$ cat config.mk
export PLATFORM = sky130hd
export DESIGN_NAME = pattern_scheduler
export DESIGN_NICKNAME = d
export VERILOG_FILES = /design/src/rtl/pattern_scheduler_pkg.sv /design/src/rtl/pattern_scheduler_frame_btn_edge.sv /design/src/rtl/pattern_scheduler.sv
export SDC_FILE = /design/constraint.sdc
export NUM_CORES = 1
export LEC_CHECK = 0
export BUFFER_PORTS_ARGS = -buffer_cell sky130_fd_sc_hd__buf_2
export CAP_MARGIN = 20
export CORE_MARGIN = 1.5
export CORE_UTILIZATION = 46
export DETAILED_ROUTE_END_ITERATION = 10
export PLACE_DENSITY = 0.8
export SYNTH_ARGS = -nofsm -noshare
export SYNTH_HDL_FRONTEND = slang
export SYNTH_SLANG_ARGS = --single-unit
$ cat constraint.sdc
create_clock -name clk -period 2.4 [get_ports clk]
set_input_delay 0.36 -clock clk [delete_from_list [all_inputs] [get_ports clk]]
set_output_delay 0.36 -clock clk [all_outputs]
set_load 0.02 [all_outputs]
$ cat src/rtl/pattern_scheduler_pkg.sv
// rtl/pattern_scheduler_pkg.sv - shared state encodings and source indices for the pattern scheduler
package pattern_scheduler_pkg;

    typedef enum logic {
        ST_SHOW  = 1'b0,
        ST_BLANK = 1'b1
    } state_e;

    localparam int DEFAULT_NUM_SRC = 4;

    localparam int SRC_BARS  = 0;
    localparam int SRC_GRID  = 1;
    localparam int SRC_SOLID = 2;
    localparam int SRC_NOISE = 3;

endpackage

$ cat src/rtl/pattern_scheduler_frame_btn_edge.sv
// rtl/pattern_scheduler_frame_btn_edge.sv - button synchroniser, frame-rate sampler and rising-edge event
module frame_btn_edge (
    input  logic clk,
    input  logic reset,
    input  logic btn_async,
    input  logic frame_tick,
    output logic evt
);

    logic sync1_q;
    logic sync2_q;
    logic samp_q;

    // Sampling only once per frame is what debounces the button; a level held
    // across several frames compares equal to itself and yields no new edge.
    always_ff @(posedge clk or posedge reset) begin
        if (reset) begin
            sync1_q <= 1'b0;
            sync2_q <= 1'b0;
            samp_q  <= 1'b0;
        end else begin
            sync1_q <= btn_async;
            sync2_q <= sync1_q;
            if (frame_tick) begin
                samp_q <= sync2_q;
            end
        end
    end

    assign evt = frame_tick & sync2_q & ~samp_q;

endmodule

$ cat src/rtl/pattern_scheduler.sv
// rtl/pattern_scheduler.sv - frame-synchronous selector of test-pattern sources with a blank frame between switches
module pattern_scheduler
    import pattern_scheduler_pkg::*;
#(
    parameter int NUM_SRC     = DEFAULT_NUM_SRC,
    parameter int SEL_W       = 2,
    parameter int AUTO_FRAMES = 120
) (
    input  logic                 clk,
    input  logic                 reset,
    input  logic [8:0]           hpos,
    input  logic [8:0]           vpos,
    input  logic                 display_on,
    input  logic                 hsync_in,
    input  logic                 vsync_in,
    input  logic [3*NUM_SRC-1:0] src_rgb,
    input  logic                 btn_next,
    input  logic                 auto_en,
    output logic                 hsync,
    output logic                 vsync,
    output logic [2:0]           rgb,
    output logic [SEL_W-1:0]     sel,
    output logic                 blanking
);

    localparam logic [7:0]       AUTO_LAST = 8'(AUTO_FRAMES - 1);
    localparam logic [SEL_W-1:0] SEL_LAST  = SEL_W'(NUM_SRC - 1);

    logic frame_tick;
    logic btn_evt;
    logic auto_evt;
    logic req;
    logic [2:0] src_pix;

    state_e           state_q, state_d;
    logic [SEL_W-1:0] sel_q, sel_d;
    logic [7:0]       cnt_q, cnt_d;
    logic             blank_q, blank_d;
    logic [2:0]       rgb_q, rgb_d;
    logic             hs_q, vs_q;

    assign frame_tick = (hpos == 9'd0) && (vpos == 9'd0);

    frame_btn_edge u_btn (
        .clk        (clk),
        .reset      (reset),
        .btn_async  (btn_next),
        .frame_tick (frame_tick),
        .evt        (btn_evt)
    );

    always_comb begin
        state_d  = state_q;
        sel_d    = sel_q;
        cnt_d    = cnt_q;
        blank_d  = blank_q;
        auto_evt = 1'b0;

        if (!auto_en) begin
            cnt_d = 8'd0;
        end else if (frame_tick && state_q == ST_SHOW) begin
            if (cnt_q == AUTO_LAST) begin
                auto_evt = 1'b1;
                cnt_d    = 8'd0;
            end else begin
                cnt_d = cnt_q + 8'd1;
            end
        end

        // Button and auto expiry on the same tick collapse into one request.
        req = frame_tick && (btn_evt || auto_evt);

        unique case (state_q)
            ST_SHOW: begin
                if (req) begin
                    state_d = ST_BLANK;
                    blank_d = 1'b1;
                end
            end
            ST_BLANK: begin
                if (frame_tick) begin
                    state_d = ST_SHOW;
                    blank_d = 1'b0;
                    cnt_d   = 8'd0;
                    sel_d   = (sel_q == SEL_LAST) ? '0 : sel_q + 1'b1;
                end
            end
            default: begin
                state_d = ST_SHOW;
                blank_d = 1'b0;
            end
        endcase

        // Gate with the next state so the pixel sampled on the tick already
        // belongs to the new frame's mode and source.
        src_pix = src_rgb[3*int'(sel_d) +: 3];
        rgb_d   = (display_on && state_d == ST_SHOW) ? src_pix : 3'b000;
    end

    always_ff @(posedge clk or posedge reset) begin
        if (reset) begin
            state_q <= ST_SHOW;
            sel_q   <= '0;
            cnt_q   <= 8'd0;
            blank_q <= 1'b0;
            rgb_q   <= 3'b000;
            hs_q    <= 1'b0;
            vs_q    <= 1'b0;
        end else begin
            state_q <= state_d;
            sel_q   <= sel_d;
            cnt_q   <= cnt_d;
            blank_q <= blank_d;
            rgb_q   <= rgb_d;
            hs_q    <= hsync_in;
            vs_q    <= vsync_in;
        end
    end

    assign rgb      = rgb_q;
    assign hsync    = hs_q;
    assign vsync    = vs_q;
    assign sel      = sel_q;
    assign blanking = blank_q;

endmodule

==> results_dict.tcl <==
set metrics [dict create \
    ys_ff_latch 20 \
    initial_utilization_pct 50.37 \
    synth_area_per_cell_sq_um 10.28 \
    h-tree-depth 1 \
    p_sw_share_pct 21.28 \
    p_sw_uw 147.6 \
    drive_above_1_share_pct 40.00 \
    p_leak_uw 0.0007049 \
    holdPathEnd "vsync" \
    coreArea_sq_um 2042 \
    p_per_area_nw_per_um2 508.2 \
    die_area_sq_um 2529 \
    numClockSinks 20 \
    final_cell_mix "buf_2, dfrtp_1, nor2_1, nand2_1, mux2i_1" \
    place_area_sq_um 1313 \
    skew_ns 0.006762 \
    synth.cell_area_sq_um 1028 \
    drc 0 \
    ff2ff_setup_slack_ns 0.58 \
    ir_drop_mv 0.4005 \
    cts_root_buffer "clkbuf_4" \
    ys.flop_type "dfrtp_1" \
    clk_path_buf_depth 2 \
    path_clk_slew_ns 0.12 \
    internal_power_uw 546.1 \
    r2r-start "cnt_q[0]" \
    vias 962 \
    die_w_microns 50.29 \
    finalHoldViolCount 0 \
    hp-class "in2reg" \
    yosys-top-cells-area "dfrtp_1, mux2i_1, nand2_1" \
    synthCells 100 \
    slew_headroom_pct 49.76 \
    synth_nets 139 \
    crit_type "in2reg" \
    outcome "complete, no violations" \
    critPathArrivalTime_ns 2.40 \
    async_flop_share_pct 100.0 \
    ys_types 34 \
    clk_latency_ns 0.32 \
    yosysSeqAreaShare_pct 48.66 \
    cts_resized 0 \
    drt_wl_total_microns 2323 \
    ctsHoldBuffers 0 \
    drtPass1Iterations 4 \
    cts_tree "built" \
    grt_setup_unrepaired "false" \
    endpoint_kind "register" \
    setup_violations 0 \
    synth_top_area_share_pct 48.66 \
    fin_area_sq_um 1365 \
    clkPwrFrac_pct 40.5 \
    r2r_end "rgb[2]" \
    numCtsBuffers 3 \
    finalNetCount 190 \
    final_antenna_net_count 0 \
    antenna_cells 0 \
    fillCellCount 184 \
    pin_count 45 \
    finalMaxSlewViolations 0 \
    fin_util_pct 66.85 \
    largest_register_ffs 8 \
    wl_per_cell_microns 13.12 \
    tightestPinTransition_ns 0.7528 \
    reg2reg_depth 6 \
    min_delay_path_depth 1 \
    grt_first_pass_wirelength_microns 3732 \
    dp_hpwl_microns 1783 \
    io_buffers 44 \
    period_minus_slack_ns 2.160 \
    required_ns 2.64 \
    seqPwrFrac_pct 50.1 \
    cap_violations 0 \
    via_per_inst 5.435 \
    synth_top_area_cell "dfrtp_1" \
    antenna_found_initial 0 \
    rows 16 \
    gp_congestion 0.7846 \
    ys_warn_count 0 \
    synth_edf_count 0 \
    hold_ws_ns 0.1378 \
    syn2layout_area_growth_pct 32.73 \
    grt_pass1_vias 874 \
    grt.total_usage_pct 19.58 \
    cts_setup_buffers 0 \
    finalCritPeriodShare_pct 90.01 \
    drt_iter0_drc 19 \
    setup_tns_ns 0 \
    holdCritStartpoint "vsync_in" \
    startpoint_type "input pin" \
    comb_power_share_pct 9.4 \
    layout_commonest_cell "buf_2" \
    max_clock_freq_mhz 462.9 \
    grt_max_degree 21 \
    grt_overflow 0 \
    path_max_fanout 4 \
    die_y_microns 50.29 \
    top_register "cnt_q" \
]
[worst max-delay path, stage by stage]
cell,delay [ns]
buf_2,0.10
or4_4,0.53
or4_4,0.51
or3_4,0.40
or3_1,0.36
a21oi_1,0.15
[through the flow]
step	cells	power (uW)	worst slack, ns
floorplan	100	381.1	0.07331
global placement	173	417.7	-0.05191
detailed placement	173	420.9	-0.08278
CTS	177	705.8	0.2615
global route	177	722.9	0.1719
finish	177	693.8	0.2399
[cell families (layout without fill, tap and decap cells)]
logic type / count (synthesis) / in the layout / share of synthesized area [%]
XOR/XNOR: 5 / 5 / 4.258
AO/OA/AOI/OAI: 17 / 17 / 10.10
AND/OR/NAND/NOR: 42 / 42 / 23.48
flip-flops: 20 / 20 / 48.66
multiplexers: 9 / 9 / 9.124
adder cells (fa/ha/maj): 2 / 2 / 2.433
buffers and inverters: 5 / 55 / 1.946
[routing by layer]
layer / global-route usage [%] / part of all wire [%]
met3: 3.571 / 6.6
met4: 9.259 / 1.4
met1: 23.82 / 41
met2: 33.33 / 50
met5: 0 / 0
[cell usage after synthesis, drive strengths merged (2+ instances only)]
library cell and n:
nor4 3, o21ai 6, and3 2, nor2 10
nand2 10, or4 3, or3 3, dfrtp 20
mux2 3, xor2 4, nand3 2, ha 2
inv 3, o22ai 2, a21oi 4, nand4 3
mux2i 6, and4 2
[how the worst max path moves through the flow]
stage / start / cells past startpoint / slack, ns / to
2_1_floorplan: hpos[1] / 8 / 0.07 / rgb[1]
3_5_place_dp: hpos[1] / 7 / -0.08 / rgb[2]
4_1_cts: hpos[1] / 6 / 0.26 / cnt_q[7]
3_3_place_gp: hpos[1] / 7 / -0.05 / rgb[2]
5_1_grt: hpos[1] / 9 / 0.17 / rgb[2]
6_report: hpos[1] / 6 / 0.24 / cnt_q[7]
[layout make-up]
type	count	area [sq um]	area share, %
tap	27	33.78	2.475
clock buffer	3	22.52	1.650
clock inverter	1	30.03	2.200
timing repair buffer	47	242.7	17.78
inverter	4	15.01	1.100
sequential	20	500.5	36.66
multi-input combinational	75	520.5	38.13
[power by group through the flow]
stage                     registers (uW)  logic [uW]  clock network [uW]
final                                348        65.2                 281
after global routing                 349        72.3                 302
after CTS                            348        66.5                 291
after detailed placement             354        66.5                   0
after global placement               354        63.7                   0
after floorplan                      359        21.8                   0
Note: power is estimated with default switching activity, not from simulation.
